### config.mk
export PLATFORM = sky130hd
export DESIGN_NAME = serial_subtractor
export DESIGN_NICKNAME = d
export VERILOG_FILES = /design/src/rtl/serial_subtractor.sv
export SDC_FILE = /design/constraint.sdc
export NUM_CORES = 1
export LEC_CHECK = 0
export CORE_ASPECT_RATIO = 1.1
export CORE_MARGIN = 2
export CORE_UTILIZATION = 52
export DETAILED_ROUTE_END_ITERATION = 8
export GPL_ROUTABILITY_DRIVEN = 0
export PLACE_DENSITY_LB_ADDON = 0.1
export SYNTH_ARGS = -nofsm -noshare
export SYNTH_HDL_FRONTEND = slang
export SYNTH_SLANG_ARGS = --single-unit
### constraint.sdc
create_clock -name sys_clk -period 1.4 [get_ports sys_clk]
set_input_delay 0.14 -clock sys_clk [delete_from_list [all_inputs] [get_ports sys_clk]]
set_output_delay 0.14 -clock sys_clk [all_outputs]
set_load 0.005 [all_outputs]
### src/rtl/serial_subtractor.sv
`default_nettype none
// ============================================================================
// Module      : serial_subtractor
// Description : Bit-serial N-bit subtractor. LSB-first, one full-subtractor
//               step per clock, parallel result with a one-cycle done pulse.
// Revision    : 1.0 - initial release
// ============================================================================
module serial_subtractor #(
    parameter int WIDTH = 8
) (
    input  logic             sys_clk,
    input  logic             sys_rst,
    input  logic             start,
    input  logic [WIDTH-1:0] in_1,
    input  logic [WIDTH-1:0] in_2,
    input  logic             bin,
    output logic             busy,
    output logic             done,
    output logic [WIDTH-1:0] diff,
    output logic             bout
);

    localparam int c_cnt_w = (WIDTH > 2) ? $clog2(WIDTH) : 1;
    localparam logic [c_cnt_w-1:0] c_cnt_last = c_cnt_w'(WIDTH - 1);
    localparam logic [c_cnt_w-1:0] c_cnt_one  = c_cnt_w'(1);

    typedef enum logic [1:0] {
        S_IDLE  = 2'd0,
        S_SHIFT = 2'd1,
        S_DONE  = 2'd2
    } state_t;

    state_t             r_state_q, w_state_d;
    logic [WIDTH-1:0]   r_op1_q,   w_op1_d;
    logic [WIDTH-1:0]   r_op2_q,   w_op2_d;
    logic [WIDTH-1:0]   r_res_q,   w_res_d;
    logic [WIDTH-1:0]   r_diff_q,  w_diff_d;
    logic               r_bout_q,  w_bout_d;
    logic               r_br_q,    w_br_d;
    logic [c_cnt_w-1:0] r_cnt_q,   w_cnt_d;

    logic               w_a;
    logic               w_b;
    logic               w_d_bit;
    logic               w_br_next;

    // Full-subtractor cell shared by every bit position
    assign w_a       = r_op1_q[0];
    assign w_b       = r_op2_q[0];
    assign w_d_bit   = w_a ^ w_b ^ r_br_q;
    assign w_br_next = (~w_a & w_b) | (~(w_a ^ w_b) & r_br_q);

    always_comb begin
        w_state_d = r_state_q;
        w_op1_d   = r_op1_q;
        w_op2_d   = r_op2_q;
        w_res_d   = r_res_q;
        w_diff_d  = r_diff_q;
        w_bout_d  = r_bout_q;
        w_br_d    = r_br_q;
        w_cnt_d   = r_cnt_q;
        case (r_state_q)
            S_IDLE: begin
                if (start) begin
                    w_op1_d   = in_1;
                    w_op2_d   = in_2;
                    w_br_d    = bin;
                    w_cnt_d   = '0;
                    w_state_d = S_SHIFT;
                end
            end
            S_SHIFT: begin
                w_op1_d = {1'b0, r_op1_q[WIDTH-1:1]};
                w_op2_d = {1'b0, r_op2_q[WIDTH-1:1]};
                w_res_d = {w_d_bit, r_res_q[WIDTH-1:1]};
                w_br_d  = w_br_next;
                w_cnt_d = r_cnt_q + c_cnt_one;
                if (r_cnt_q == c_cnt_last) begin
                    // Publish the result directly from this step's shifted value
                    w_diff_d  = {w_d_bit, r_res_q[WIDTH-1:1]};
                    w_bout_d  = w_br_next;
                    w_state_d = S_DONE;
                end
            end
            S_DONE: begin
                w_state_d = S_IDLE;
            end
            default: begin
                w_state_d = S_IDLE;
            end
        endcase
    end

    always_ff @(posedge sys_clk) begin
        if (sys_rst) begin
            r_state_q <= S_IDLE;
            r_op1_q   <= '0;
            r_op2_q   <= '0;
            r_res_q   <= '0;
            r_diff_q  <= '0;
            r_bout_q  <= 1'b0;
            r_br_q    <= 1'b0;
            r_cnt_q   <= '0;
        end else begin
            r_state_q <= w_state_d;
            r_op1_q   <= w_op1_d;
            r_op2_q   <= w_op2_d;
            r_res_q   <= w_res_d;
            r_diff_q  <= w_diff_d;
            r_bout_q  <= w_bout_d;
            r_br_q    <= w_br_d;
            r_cnt_q   <= w_cnt_d;
        end
    end

    assign busy = (r_state_q != S_IDLE);
    assign done = (r_state_q == S_DONE);
    assign diff = r_diff_q;
    assign bout = r_bout_q;

endmodule
`default_nettype wire

==> run_results.csv, run 1 <==
group,metric,value,unit
floorplan,die_w,59.6,um
worst_setup_path,path_class,"reg2out",
timing,rsz0062_at_grt,"no",
worst_hold_path,min_path_type,"reg2reg",
worst_setup_path,path_cells,"clkdlybuf4s50_1",
final_layout,multi_input_area,910,um2
grt,grt_usage,0.216,
routing,ant_nets,0,
final_layout,nFillCells,265,
grt,overflow,0,
pwr,p_int,1690,uW
logic_synthesis,synth_cell_type_count,28,
timing,setup_tns,0,ns
final_layout,n_antenna_cell,0,
grt,grt_pass1_wl,6290,um
pwr,p_sw,580,uW
clocking,clkLatencyLatePin,0.35,ns
clocking,clock_sinks,38,
worst_setup_path,slowest_stage,"clkdlybuf4s50_1",
timing,post-route-min-period,1.35,ns
routing,wl_per_cell,13.8,um
grt,grt_max_degree,39,
floorplan,rows,22,
timing,finClkSkew,0.0101,ns
worst_setup_path,cp-start-kind,"flop",
clocking,cts_root_buffer,"clkbuf_4",
routing,drt-initial-drc-count,59,
logic_synthesis,yosysSeqAreaShare,0.431,
timing,fin_crit_sh,0.963,
logic_synthesis,yosys.area.top_type_share,0.431,
worst_setup_path,path_max_fanout,2,
place,hpwlAfterDp,2540,um
floorplan,die_y,65.1,um
worst_setup_path,critical-path-max-stage-delay,0.50,ns
logic_synthesis,synth_area_leaders,"dfxtp_1 43%, or3b_1 6.9%, a21oi_1 5.7%, nor3_2 5.7%, nand2b_1 5.3%",
logic_synthesis,synth_nets,220,
logic_synthesis,synth_warnings,0,
floorplan,design.core.area,3300,um2
routing,vias,1494,
pwr,p_leak,0.000845,uW
pwr,p_seq_frac,0.510,
clocking,cts_tree,"built",
pwr,switching_share,0.255,
worst_setup_path,crit_arrival,1.21,ns
logic_synthesis,postSynthCellCount,197,
floorplan,die_area,3880,um2
logic_synthesis,synth.avg_cell_area,8.97,um2
timing,relSlewSlack,0.808,
clocking,htreeDepth,2,
grt,grt_pass1_vias,1445,
grt,antenna_found_initial,0,
routing,viasPerCell,5.47,
logic_synthesis,synth-seq-cells,38,
pwr,clkPwrFrac,0.332,
routing,first_pass_iters,4,
routing,drc,0,
place,placed_cell_area,2160,um2
pwr,peakVddDrop,0.000666,V
timing,hold_ws,0.463,ns
final_layout,fin_nets,259,
logic_synthesis,yosysTopAreaCell,"dfxtp_1",
worst_setup_path,cp_num_buf_inv,1,
flow_run,maxCapViolations,0,
outcome,status,"finished, final reports clean",
clocking,clk_pin_slew_worst_paths,0.12,ns
final_layout,seqCellArea,769,um2
timing,fmax,742,MHz
timing,hold_viol_final,0,
clocking,cts_buffers,5,
worst_setup_path,critical_path.top_delay_family,"buffers and inverters",
pwr,combPwrFrac,0.158,
timing,drv_slew,0,
worst_setup_path,required,1.26,ns
logic_synthesis,netlist_area,1770,um2
final_layout,area_delta_synth_final,29.1,%
clocking,cts_hold_buf,0,
worst_setup_path,cp-end-kind,"output port",
final_layout,drive_above_1_share,0.224,
pwr,power_density,997,nW/um2
place,io_buffers,30,
floorplan,start_util,0.535,
clocking,cts_max_path_buffers,2,
floorplan,io_pins,31,
final_layout,finalInstanceArea,2280,um2
timing,finalSetupViolCount,0,
routing,routed_wl,3780,um
timing,worstMarginPinSlew,0.288,ns
-- layer usage --
metal | GRT usage | part of all wire
met5 | 0 | 0
met4 | 0.0861 | 0.020
met2 | 0.374 | 0.52
met3 | 0.0531 | 0.035
met1 | 0.253 | 0.42
-- stage by stage --
stage / setup slack, ns / cells / util / power, uW
floorplan: 0.160 / 197 / - / 1410
global placement: -0.108 / 262 / 0.655 / 1530
detailed placement: -0.127 / 262 / 0.655 / 1540
CTS: -0.0103 / 273 / 0.690 / 2300
global route: 0.000199 / 273 / 0.691 / 2380
finish: 0.0522 / 273 / 0.691 / 2270
-- kinds of logic (layout without fill, tap and decap cells) --
group | count (synthesis) | in the layout | synth area share
flip-flops | 38 | 38 | 0.431
adder cells (fa/ha/maj) | 3 | 3 | 0.0255
multiplexers | 1 | 1 | 0.00567
AND/OR/NAND/NOR | 97 | 97 | 0.317
AO/OA/AOI/OAI | 40 | 40 | 0.163
buffers and inverters | 18 | 58 | 0.0588
-- cells in the mapped netlist --
cell type and number:
clkbuf_1 5, a311oi_1 1, a22oi_1 2, nor3_1 4, nand3_1 8, a2111oi_2 1
fa_1 1, mux2i_1 1, nand2b_1 15, a211oi_1 2, dfxtp_1 38, inv_1 3
nand3b_1 1, nor2_1 21, nand2_1 22, buf_4 2, a21oi_1 20, a21oi_2 10
and2b_1 1, ha_1 2, nor3_2 10, or3b_1 14, buf_6 3, nor2b_1 1
buf_2 5, a32oi_1 2, o21bai_4 1, o21ba_2 1
-- final cells by class --
class / count / area share
Multi-Input combinational cell: 141 / 0.399
Sequential cell: 38 / 0.337
Timing Repair Buffer: 47 / 0.203
Clock inverter: 3 / 0.0197
Tap cell: 36 / 0.0197
Clock buffer: 5 / 0.0165
Inverter: 3 / 0.00494
-- power groups by stage --
stage / logic [uW] / clock network (uW) / registers (uW)
after global routing: 395 / 821 / 1170
after detailed placement: 355 / 0 / 1180
final: 360 / 755 / 1160
after CTS: 363 / 779 / 1160
after global placement: 343 / 0 / 1180
after floorplan: 238 / 0 / 1170
-- timing repair --
action	in CTS	in global routing
resized for setup	8	4
setup endpoints to repair	8	5
setup buffers	3	0
pin swaps	1	1
-- layout by cell type (no fill, tap or decap), types with 2 or more instances in the layout --
master           synthesis  final
clkinvlp_4               0      2
nor2_1                  21     20
ha_1                     2      2
a211oi_1                 2      2
dfxtp_4                  0      2
a22oi_1                  2      2
nor3_1                   4      4
buf_4                    2     13
clkdlybuf4s50_1          0     28
a32oi_1                  2      2
nor3_2                  10     10
nand2_1                 22     22
nand3_1                  8      8
nand2b_1                15     15
inv_1                    3      3
or3b_1                  14     14
buf_12                   0      3
a21oi_1                 20     20
a21oi_2                 10     10
dfxtp_1                 38     35
clkbuf_4                 0      5
-- sequential cells by signal (all words and copies together) (netlist names) --
signal / flops
r_br_q: 1
r_state_q: 2
bout: 1
diff: 8
r_op1_q: 8
r_op2_q: 8
r_cnt_q: 3
r_res_q: 7
-- path summary, 6_finish.rpt --
path | cells past startpoint | slack, ns | to | from
max reg2reg | 4 | 0.12 | r_op1_q[6]$_SDFFE_PP0P_ | r_state_q[0]$_SDFFE_PP0P_
max | 1 | 0.05 | diff[4] | diff[4]$_SDFFE_PP0P_
min reg2reg | 2 | 0.46 | diff[0]$_SDFFE_PP0P_ | diff[0]$_SDFFE_PP0P_
min | 2 | 0.46 | diff[0]$_SDFFE_PP0P_ | diff[0]$_SDFFE_PP0P_
Power figures use the tool's default switching activity.
==> run 2: changes to the inputs <==
--- a/config.mk
+++ b/config.mk
@@ -8,6 +8,7 @@
 export CORE_ASPECT_RATIO = 1.1
 export CORE_MARGIN = 2
 export CORE_UTILIZATION = 52
+export CTS_CLUSTER_SIZE = 30
 export DETAILED_ROUTE_END_ITERATION = 8
 export GPL_ROUTABILITY_DRIVEN = 0
 export PLACE_DENSITY_LB_ADDON = 0.1
==> results of run 2 <==
The final DEF is identical to that of run 1; final timing and power are the same.
==> run 3: changes to the inputs <==
--- a/config.mk
+++ b/config.mk
@@ -7,10 +7,9 @@
 export LEC_CHECK = 0
 export CORE_ASPECT_RATIO = 1.1
 export CORE_MARGIN = 2
-export CORE_UTILIZATION = 52
+export CORE_UTILIZATION = 50
 export CTS_CLUSTER_SIZE = 30
 export DETAILED_ROUTE_END_ITERATION = 8
-export GPL_ROUTABILITY_DRIVEN = 0
 export PLACE_DENSITY_LB_ADDON = 0.1
 export SYNTH_ARGS = -nofsm -noshare
 export SYNTH_HDL_FRONTEND = slang
==> constraint.sdc (replaced) <==
create_clock -name sys_clk -period 1.4 [get_ports sys_clk]
set_input_delay 0.14 -clock sys_clk [delete_from_list [all_inputs] [get_ports sys_clk]]
set_output_delay 0.14 -clock sys_clk [all_outputs]
set_load 0.05 [all_outputs]
==> run 3 against run 2 <==
Net effect: first-iteration DRC count rose by 20%; combinational power rose by 4%; fmax fell by 0.26%; register-to-register slack barely moved; die area rose by 3.7%; count of clock-buffer cells in the layout did not move; global-route usage fell by 0.35 points; cell count rose by 5.9%; critical endpoint is now busy; largest cell class unchanged; highest routed layer unchanged.
==> run_results.csv, run 3 (synthesis results as in run 1) <==
group,metric,value,unit
place,gp_congestion,0.799,
routing,wl_per_cell,13.4,um
timing,fin_crit_sh,0.965,
final_layout,finalInstanceArea,2370,um2
final_layout,utilization,0.706,
grt,overflow,0,
clocking,htreeDepth,2,
grt,grt_max_degree,39,
pwr,power_density,969,nW/um2
final_layout,area_delta_synth_final,34.3,%
place,io_buffers,30,
worst_setup_path,rrSetupSlack,0.11,ns
timing,drv_slew,0,
timing,setup_tns,0,ns
place,place_inst,273,
final_layout,final_common_cell,"dfxtp_1",
floorplan,io_pins,31,
clocking,cts_root_buffer,"clkbuf_4",
floorplan,rows,22,
clocking,clk_pin_slew_worst_paths,0.13,ns
final_layout,n_antenna_cell,0,
pwr,p_leak,0.000893,uW
worst_setup_path,required,1.26,ns
grt,antenna_found_initial,0,
worst_setup_path,path_class,"reg2out",
place,hpwlAfterDp,2590,um
routing,viasPerCell,5.17,
worst_setup_path,path_max_fanout,9,
routing,first_pass_iters,4,
grt,grt_pass1_wl,6500,um
routing,ant_nets,0,
clocking,cts_max_path_buffers,2,
pwr,peakVddDrop,0.000689,V
final_layout,drive_above_1_share,0.282,
worst_setup_path,cp-end-kind,"output port",
flow_run,maxCapViolations,0,
clocking,cts_hold_buf,0,
worst_setup_path,crit_arrival,1.21,ns
timing,post-route-min-period,1.35,ns
floorplan,die_y,66.3,um
clocking,clkLatencyLatePin,0.35,ns
timing,relSlewSlack,0.821,
outcome,status,"finished, final reports clean",
timing,finalSetupViolCount,0,
place,placed_cell_area,2190,um2
clocking,cts_buffers,5,
worst_setup_path,cp-start-kind,"flop",
final_layout,layout_common_cells,"36 x dfxtp_1, 22 x nand2_1, 22 x buf_4",
timing,hold_viol_final,0,
final_layout,fin_nets,263,
timing,hold_ws,0.466,ns
timing,rsz0062_at_grt,"no",
clocking,clock_sinks,38,
floorplan,die_area,4030,um2
worst_setup_path,path_cells,"buf_8, nor2_4, inv_1, buf_12",
grt,grt_usage,0.213,
routing,vias,1493,
grt,grt_pass1_vias,1508,
routing,drc,0,
routing,routed_wl,3870,um
clocking,cts_tree,"built",
timing,finClkSkew,0.0171,ns
routing,drt-initial-drc-count,71,
timing,fmax,740,MHz
floorplan,design.core.area,3360,um2
worst_setup_path,critical_path.top_delay_family,"flip-flops",
worst_hold_path,min_path_type,"in2reg",
final_layout,final_cells,289,
worst_setup_path,slowest_stage,"dfxtp_4",
floorplan,start_util,0.526,
worst_setup_path,critical-path-max-stage-delay,0.39,ns
worst_setup_path,cp_num_buf_inv,3,
floorplan,die_w,60.7,um
timing,worstMarginPinSlew,0.269,ns
## run 3: changes by cell type in the layout (fill, tap and decap cells not counted), sizes merged
cell	change
clkbuf	-1
dlygate4sd2	-1
clkdlybuf4s50	-9
buf	+15
## run 3: layout make-up
type | count | area [um2]
Fill cell | 276 | 986
Timing Repair Buffer | 51 | 533
Clock buffer | 5 | 37.5
Sequential cell | 38 | 766
Multi-Input combinational cell | 141 | 920
Clock inverter | 3 | 45.0
Inverter | 3 | 11.3
Tap cell | 48 | 60.1
## run 3: worst paths after layout
kind                                  start                 endpoint  cells past startpoint
setup / recovery  r_state_q[1]$_SDFFE_PP0P_                     busy                      4
hold / removal                      in_1[7]  r_op1_q[7]$_SDFFE_PP0P_                      3
setup reg to reg  r_state_q[0]$_SDFFE_PP0P_  r_op2_q[4]$_SDFFE_PP0P_                      4
hold reg to reg        diff[2]$_SDFFE_PP0P_     diff[2]$_SDFFE_PP0P_                      2
## run 3: worst min-delay path, cell delays in order
cell and delay [ns]:
clkdlybuf4s50_1 0.48, a32oi_1 0.10, nor2_1 0.07
## run 3: timing repair
| item | in CTS | in global routing |
|---|---|---|
| gates cloned | 0 | 0 |
| setup buffers | 1 | 7 |
| pin swaps | 2 | 1 |
| resized for setup | 7 | 4 |
| endpoints found under the setup margin | 3 | 4 |
## run 3: report_power, final
part / total [uW] / switching (uW) / leakage, uW / internal [uW]
Clock: 766 / 391 / 0.0000374 / 375
Combinational: 373 / 181 / 0.000544 / 192
Sequential: 1160 / 27.7 / 0.000312 / 1130
Total: 2300 / 600 / 0.000893 / 1700
## run 3: routing by layer
| layer | track usage | vias to the layer above | part of all wire |
|---|---|---|---|
| met5 | 0 | - | 0 |
| met4 | 0.0734 | 0 | 0.0093 |
| met3 | 0.0450 | 5 | 0.034 |
| met2 | 0.376 | 25 | 0.53 |
| met1 | 0.248 | 709 | 0.43 |
| li1 | - | 754 | - |
## run 3: per-stage QoR
stage,total power [uW],setup slack (ns)
after floorplan,1420,0.00279
after global placement,1530,-0.0834
after CTS,2300,0.00958
after global routing,2400,0.00157
after detailed placement,1550,-0.126
final,2300,0.0487
